<file path="config.mk">
export PLATFORM = sky130hd
export DESIGN_NAME = pzbcm_multi_counter
export DESIGN_NICKNAME = d
export VERILOG_FILES = /design/src/rtl/pzbcm_multi_counter_pkg.sv /design/src/rtl/pzbcm_multi_counter_unit.sv /design/src/rtl/pzbcm_multi_counter.sv
export SDC_FILE = /design/constraint.sdc
export NUM_CORES = 1
export LEC_CHECK = 0
export CAP_MARGIN = 20
export CORE_UTILIZATION = 45
export DETAILED_ROUTE_END_ITERATION = 8
export GPL_ROUTABILITY_DRIVEN = 1
export GPL_TIMING_DRIVEN = 0
export HOLD_SLACK_MARGIN = 0.02
export PLACE_DENSITY = 0.82
export SLEW_MARGIN = 20
export SYNTH_ARGS = -nofsm -noshare
export SYNTH_HDL_FRONTEND = slang
export SYNTH_SLANG_ARGS = --single-unit
</file>
<file path="constraint.sdc">
create_clock -name i_clk -period 8.32 [get_ports i_clk]
set_input_delay 2.496 -clock i_clk [delete_from_list [all_inputs] [get_ports i_clk]]
set_output_delay 2.496 -clock i_clk [all_outputs]
set_load 0.05 [all_outputs]
</file>
<file path="src/rtl/pzbcm_multi_counter_pkg.sv">
`default_nettype none
// ============================================================================
// pzbcm_multi_counter_pkg : boundary-mode enum and delta-width helper
// Revision: 1.0
// ============================================================================
package pzbcm_multi_counter_pkg;

    typedef enum logic {
        WRAP     = 1'b0,
        SATURATE = 1'b1
    } pzbcm_counter_mode_e;

    // Signed delta width: room for the count, the step and a sign/carry guard.
    function automatic int calc_delta_width(input int width, input int step_width);
        return width + step_width + 2;
    endfunction

endpackage
`default_nettype wire

</file>
<file path="src/rtl/pzbcm_multi_counter_unit.sv">
`default_nettype none
// ============================================================================
// pzbcm_multi_counter_unit : one up/down counter channel with wrap/saturate
// Revision: 1.0
// ============================================================================
module pzbcm_multi_counter_unit
    import pzbcm_multi_counter_pkg::*;
#(
    parameter int                  WIDTH         = 8,
    parameter int                  STEP_WIDTH    = 4,
    parameter logic [WIDTH-1:0]    MAX_COUNT     = '1,
    parameter logic [WIDTH-1:0]    MIN_COUNT     = '0,
    parameter logic [WIDTH-1:0]    INITIAL_COUNT = MIN_COUNT,
    parameter pzbcm_counter_mode_e MODE          = WRAP
) (
    input  logic                  i_clk,
    input  logic                  i_rst,
    input  logic                  i_clear,
    input  logic                  i_set,
    input  logic [WIDTH-1:0]      i_set_value,
    input  logic                  i_up,
    input  logic                  i_down,
    input  logic [STEP_WIDTH-1:0] i_up_step,
    input  logic [STEP_WIDTH-1:0] i_down_step,
    input  logic                  i_flag_clear,
    output logic [WIDTH-1:0]      o_count,
    output logic [WIDTH-1:0]      o_count_next,
    output logic                  o_wrap_around,
    output logic                  o_saturated,
    output logic                  o_boundary_hit
);

    localparam int DW = calc_delta_width(WIDTH, STEP_WIDTH);

    localparam logic signed [DW-1:0] c_max  = $signed(DW'(MAX_COUNT));
    localparam logic signed [DW-1:0] c_min  = $signed(DW'(MIN_COUNT));
    localparam logic signed [DW-1:0] c_span = c_max - c_min + $signed(DW'(1));

    logic [WIDTH-1:0]     r_count;
    logic                 r_flag;
    logic [WIDTH-1:0]     w_base;
    logic signed [DW-1:0] w_up;
    logic signed [DW-1:0] w_down;
    logic signed [DW-1:0] w_delta;
    logic signed [DW-1:0] w_raw;
    logic [WIDTH-1:0]     w_count_next;
    logic                 w_wrap;
    logic                 w_sat;

    // While reset is held the next value is computed from the reset value.
    assign w_base  = i_rst ? INITIAL_COUNT : r_count;
    assign w_up    = i_up   ? $signed(DW'(i_up_step))   : '0;
    assign w_down  = i_down ? $signed(DW'(i_down_step)) : '0;
    assign w_delta = w_up - w_down;
    assign w_raw   = $signed(DW'(w_base)) + w_delta;

    always_comb begin
        w_count_next = w_base;
        w_wrap       = 1'b0;
        w_sat        = 1'b0;
        if (i_clear) begin
            w_count_next = INITIAL_COUNT;
        end else if (i_set) begin
            w_count_next = i_set_value;
        end else if (w_delta == '0) begin
            w_count_next = w_base;
        end else if (w_raw > c_max) begin
            if (MODE == SATURATE) begin
                w_count_next = MAX_COUNT;
                w_sat        = 1'b1;
            end else begin
                w_count_next = WIDTH'(w_raw - c_span);
                w_wrap       = 1'b1;
            end
        end else if (w_raw < c_min) begin
            if (MODE == SATURATE) begin
                w_count_next = MIN_COUNT;
                w_sat        = 1'b1;
            end else begin
                w_count_next = WIDTH'(w_raw + c_span);
                w_wrap       = 1'b1;
            end
        end else begin
            w_count_next = WIDTH'(w_raw);
        end
    end

    always_ff @(posedge i_clk) begin
        if (i_rst) begin
            r_count <= INITIAL_COUNT;
            r_flag  <= 1'b0;
        end else begin
            r_count <= w_count_next;
            // A new event outranks a coincident flag clear.
            if (w_wrap || w_sat) begin
                r_flag <= 1'b1;
            end else if (i_flag_clear) begin
                r_flag <= 1'b0;
            end
        end
    end

    assign o_count        = r_count;
    assign o_count_next   = w_count_next;
    assign o_wrap_around  = w_wrap;
    assign o_saturated    = w_sat;
    assign o_boundary_hit = r_flag;

endmodule
`default_nettype wire

</file>
<file path="src/rtl/pzbcm_multi_counter.sv">
`default_nettype none
// ============================================================================
// pzbcm_multi_counter : CHANNELS independent bounded up/down counters
// Revision: 1.0
// ============================================================================
module pzbcm_multi_counter
    import pzbcm_multi_counter_pkg::*;
#(
    parameter int                  CHANNELS      = 4,
    parameter int                  WIDTH         = 8,
    parameter int                  STEP_WIDTH    = 4,
    parameter logic [WIDTH-1:0]    MAX_COUNT     = '1,
    parameter logic [WIDTH-1:0]    MIN_COUNT     = '0,
    parameter logic [WIDTH-1:0]    INITIAL_COUNT = MIN_COUNT,
    parameter pzbcm_counter_mode_e MODE          = WRAP
) (
    input  logic                                 i_clk,
    input  logic                                 i_rst,
    input  logic [CHANNELS-1:0]                  i_clear,
    input  logic [CHANNELS-1:0]                  i_set,
    input  logic [CHANNELS-1:0][WIDTH-1:0]       i_set_value,
    input  logic [CHANNELS-1:0]                  i_up,
    input  logic [CHANNELS-1:0]                  i_down,
    input  logic [CHANNELS-1:0][STEP_WIDTH-1:0]  i_up_step,
    input  logic [CHANNELS-1:0][STEP_WIDTH-1:0]  i_down_step,
    input  logic [CHANNELS-1:0]                  i_flag_clear,
    output logic [CHANNELS-1:0][WIDTH-1:0]       o_count,
    output logic [CHANNELS-1:0][WIDTH-1:0]       o_count_next,
    output logic [CHANNELS-1:0]                  o_wrap_around,
    output logic [CHANNELS-1:0]                  o_saturated,
    output logic [CHANNELS-1:0]                  o_boundary_hit
);

    for (genvar g = 0; g < CHANNELS; g++) begin : g_channel
        pzbcm_multi_counter_unit #(
            .WIDTH         (WIDTH),
            .STEP_WIDTH    (STEP_WIDTH),
            .MAX_COUNT     (MAX_COUNT),
            .MIN_COUNT     (MIN_COUNT),
            .INITIAL_COUNT (INITIAL_COUNT),
            .MODE          (MODE)
        ) u_unit (
            .i_clk          (i_clk),
            .i_rst          (i_rst),
            .i_clear        (i_clear[g]),
            .i_set          (i_set[g]),
            .i_set_value    (i_set_value[g]),
            .i_up           (i_up[g]),
            .i_down         (i_down[g]),
            .i_up_step      (i_up_step[g]),
            .i_down_step    (i_down_step[g]),
            .i_flag_clear   (i_flag_clear[g]),
            .o_count        (o_count[g]),
            .o_count_next   (o_count_next[g]),
            .o_wrap_around  (o_wrap_around[g]),
            .o_saturated    (o_saturated[g]),
            .o_boundary_hit (o_boundary_hit[g])
        );
    end

endmodule
`default_nettype wire

</file>
==> summary.md <==
| Metric | Value |
|---|---|
| CTS tree | built |
| Post-synthesis instance area | ~4800 sq um |
| Initial antenna violation count | 0 |
| GRT overflow | 0 |
| Post-layout min period | approximately 8300 ps |
| Relative max-transition margin | between 50 and 60% |
| Clk sinks | 36 |
| IR drop worst, VDD | just under 0.00007 V |
| Max Slew Vio Count | 0 |
| Final Net Count | around 940 |
| Peak Freq | 120 MHz |
| Post-synth EDFFs | 0 |
| DRT antenna net count | 0 |
| Setup ws final | -6.19 ps |
| Die height | 105 microns |
| Status | finished with violations |
| ANT cells | 0 |
| Leak | between 3 and 4 nW |
| Crit path largest cell delay | approximately 400 ps |
| Drt pass-1 iters | 5 |
| Startpoint Class | input pin |
| Slowest CP cell | clkdlybuf4s50_1 |
| FILL cells | between 800 and 900 |
| Area growth, synth to finish | 52.0% |
| Die X | 105 microns |
| Site Rows | 37 |
| Max Cap Viol | 0 |
| Drt total wl | about 16 mm |
| Skew-Pair Late Insertion Delay | 310 ps |
| Most used cell, CP | o211ai_1 |
| Ys Warns | 0 |
| Worst-path fanout max | 4 |
| Worst Path Arrival | between 5000 and 6000 ps |
| Vias in the first global route | 5300 |
| Core area | between 10000 and 15000 sq um |
| RSZ-0062 raised after global routing | yes |
| #FFs+latches synth | 36 |
| DP Cell Count | between 900 and 1000 |
| Clock transition at path regs | around 80 ps |
| Critical path required time | just under 6000 ps |
| Clk Tree Root Cell | clkbuf_8 |
| Netlist cell types | slightly above 80 |
| GR peak layer | met2 |
| Final Skew | between 10 and 15 ps |
| Total GRT Usage | around 27% |
| Worst Hold Class | reg2reg |
| H-tree depth | 2 |
| Global Route met2 Usage | approximately half |
| Routed vias/inst | approximately 5.7 |
| Syn_area_per_cell | slightly below 8 sq um |
| Die area | roughly 11000 sq um |
| Hold Violations, Final | 0 |
| TNS Setup | -6.19 ps |
| Clk buf depth | 2 |
| Met3 global-route usage | around 3.8% |
| Drt drc | 0 |
| Largest net degree at the start of global routing | 12 |
| Final estimated routing congestion in global placement | 0.941 |
| Final setup viols | 1 |
| Post-synthesis sequential area ratio | between 10% and 20% |
| Share of layout cells above drive strength 1 | 24.2% |
| Synthesized instance count | 613 |
| Failing checks | negative setup slack |
| Synth Flop Type | dfxtp_1 |
| DP HPWL | 11.5 mm |
| Commonest non-fill, non-tap cell in the layout | clkdlybuf4s50_1 |
| Buffers on Ports | 154 |
| Crit end category | output pin |
| First-pass GRT wire length | 24.3 mm |
| Post-CTS Hold Buffers | 0 |
| Initial drt markers | between 150 and 200 |
| Pwr/cell area | ~130 nW/um^2 |
| Hold slack | 472 ps |
| DR vias | between 5000 and 6000 |
| Detailed-route wire length per cell | 17.0 microns |
| Final Cycle Share | 100% |
| Worst slew pin tran | around 670 ps |
| Io pins | about 160 |
| Met1 usage | between 30% and 40% |
| Async S/R FF share, synth | 0% |
| Worst-path cell chain | clkdlybuf4s50_1, and2_1, ha_2, fa_2, nand2b_4, o2bb2ai_4, ha_4, a21o_1, a21oi_4, o211ai_1, o211ai_1, mux2i_1, a311oi_2, buf_4, buf_8 |
| Starting density of the core | approximately 46% |
| WS Path Type | in2out |
| Num CTS Buffers | 5 |
| Most frequent cells in the layout | clkdlybuf4s50_1 (107), nor2_1 (52), nor2b_1 (40) |
| Non-Filler Instances | between 900 and 1000 |
==> sequential cells by signal, indices dropped and copies added, names as in the netlist <==
| name | cells |
|---|---|
| g_channel.u_unit.o_count | 32 |
| g_channel.u_unit.o_boundary_hit | 4 |
==> cell families after synthesis <==
group,after synthesis,synth area share [%]
compound gates,147,22.4
xor+xnor,39,7.91
simple gates,232,25.9
flops,36,15.0
fa+ha+maj,65,17.8
other cells,1,0.0782
buf+inv,75,6.94
mux,18,3.89
==> layer usage <==
layer	vias to the layer above	part of all wire (%)
met3	48	4.8
met5	-	0
met4	0	3.2
met1	2524	40
met2	209	52
li1	2554	-
==> Yosys cell counts, types with 17 or more instances <==
cell / number / share of area, %
o21ai_0: 17 / 1.8
a211oi_1: 17 / 2.7
inv_1: 42 / 3.3
nand2_1: 38 / 3.0
xnor2_1: 18 / 3.3
nor3_1: 22 / 2.3
nand2b_1: 19 / 2.5
ha_1: 48 / 13
dfxtp_1: 36 / 15
nor2b_1: 45 / 5.9
a21oi_1: 25 / 2.6
nor2_1: 54 / 4.2
==> worst max-delay path, delay by kind of cell <==
kind | cells | cell delay (ps)
compound gates | 6 | 1140
fa+ha+maj | 3 | 820
buf+inv | 3 | 710
mux | 1 | 310
simple gates | 2 | 330
==> area by class of cell <==
type                            instances  area [sq um]  area share [%]
Multi-Input combinational cell        505          4280            58.8
Timing Repair Buffer                  178          1650            22.6
Sequential cell                        36           721            9.89
Buffer                                 31           204            2.80
Tap cell                              136           170            2.34
Inverter                               44           168            2.30
Clock buffer                            6          82.6            1.13
Clock inverter                          2          10.0           0.137
==> where the power goes <==
part	leakage [nW]	switching, mW	internal [mW]	total (mW)
combinational	2.76	0.376	0.269	0.645
sequential	0.296	0.00762	0.185	0.192
clock	0.0510	0.0781	0.0664	0.144
total	3.11	0.462	0.520	0.982
==> worst paths after layout <==
path,start,endpoint,slack [ps],depth (start not counted)
hold reg to reg,g_channel[0].u_unit.o_boundary_hit$_SDFFE_PP0P_,g_channel[0].u_unit.o_boundary_hit$_SDFFE_PP0P_,470,2
setup reg to reg,g_channel[0].u_unit.o_count[0]$_SDFF_PP0_,g_channel[0].u_unit.o_boundary_hit$_SDFFE_PP0P_,5610,12
hold / removal,g_channel[0].u_unit.o_boundary_hit$_SDFFE_PP0P_,g_channel[0].u_unit.o_boundary_hit$_SDFFE_PP0P_,470,2
setup / recovery,i_down_step[12],o_wrap_around[3],-6,15
==> what timing repair did <==
action,in CTS,in global routing
pin swaps,21,43
gates resized for setup,165,106
buffers inserted,17,7
hold endpoints to repair,0,0
setup endpoints to repair,36,27
==> metrics by stage <==
| stage | setup WS (ps) | utilization, % | cell area, sq um | total power, mW |
|---|---|---|---|---|
| floorplan | -15.1 | - | 4830 | 0.587 |
| global placement | -1270 | 63.3 | 6540 | 0.735 |
| detailed placement | -1330 | 63.3 | 6540 | 0.751 |
| CTS | -132 | 67.2 | 6940 | 0.930 |
| global route | -88.2 | 70.6 | 7290 | 1.03 |
| finish | -6.19 | 70.6 | 7290 | 0.982 |
Power figures use the tool's default switching activity.
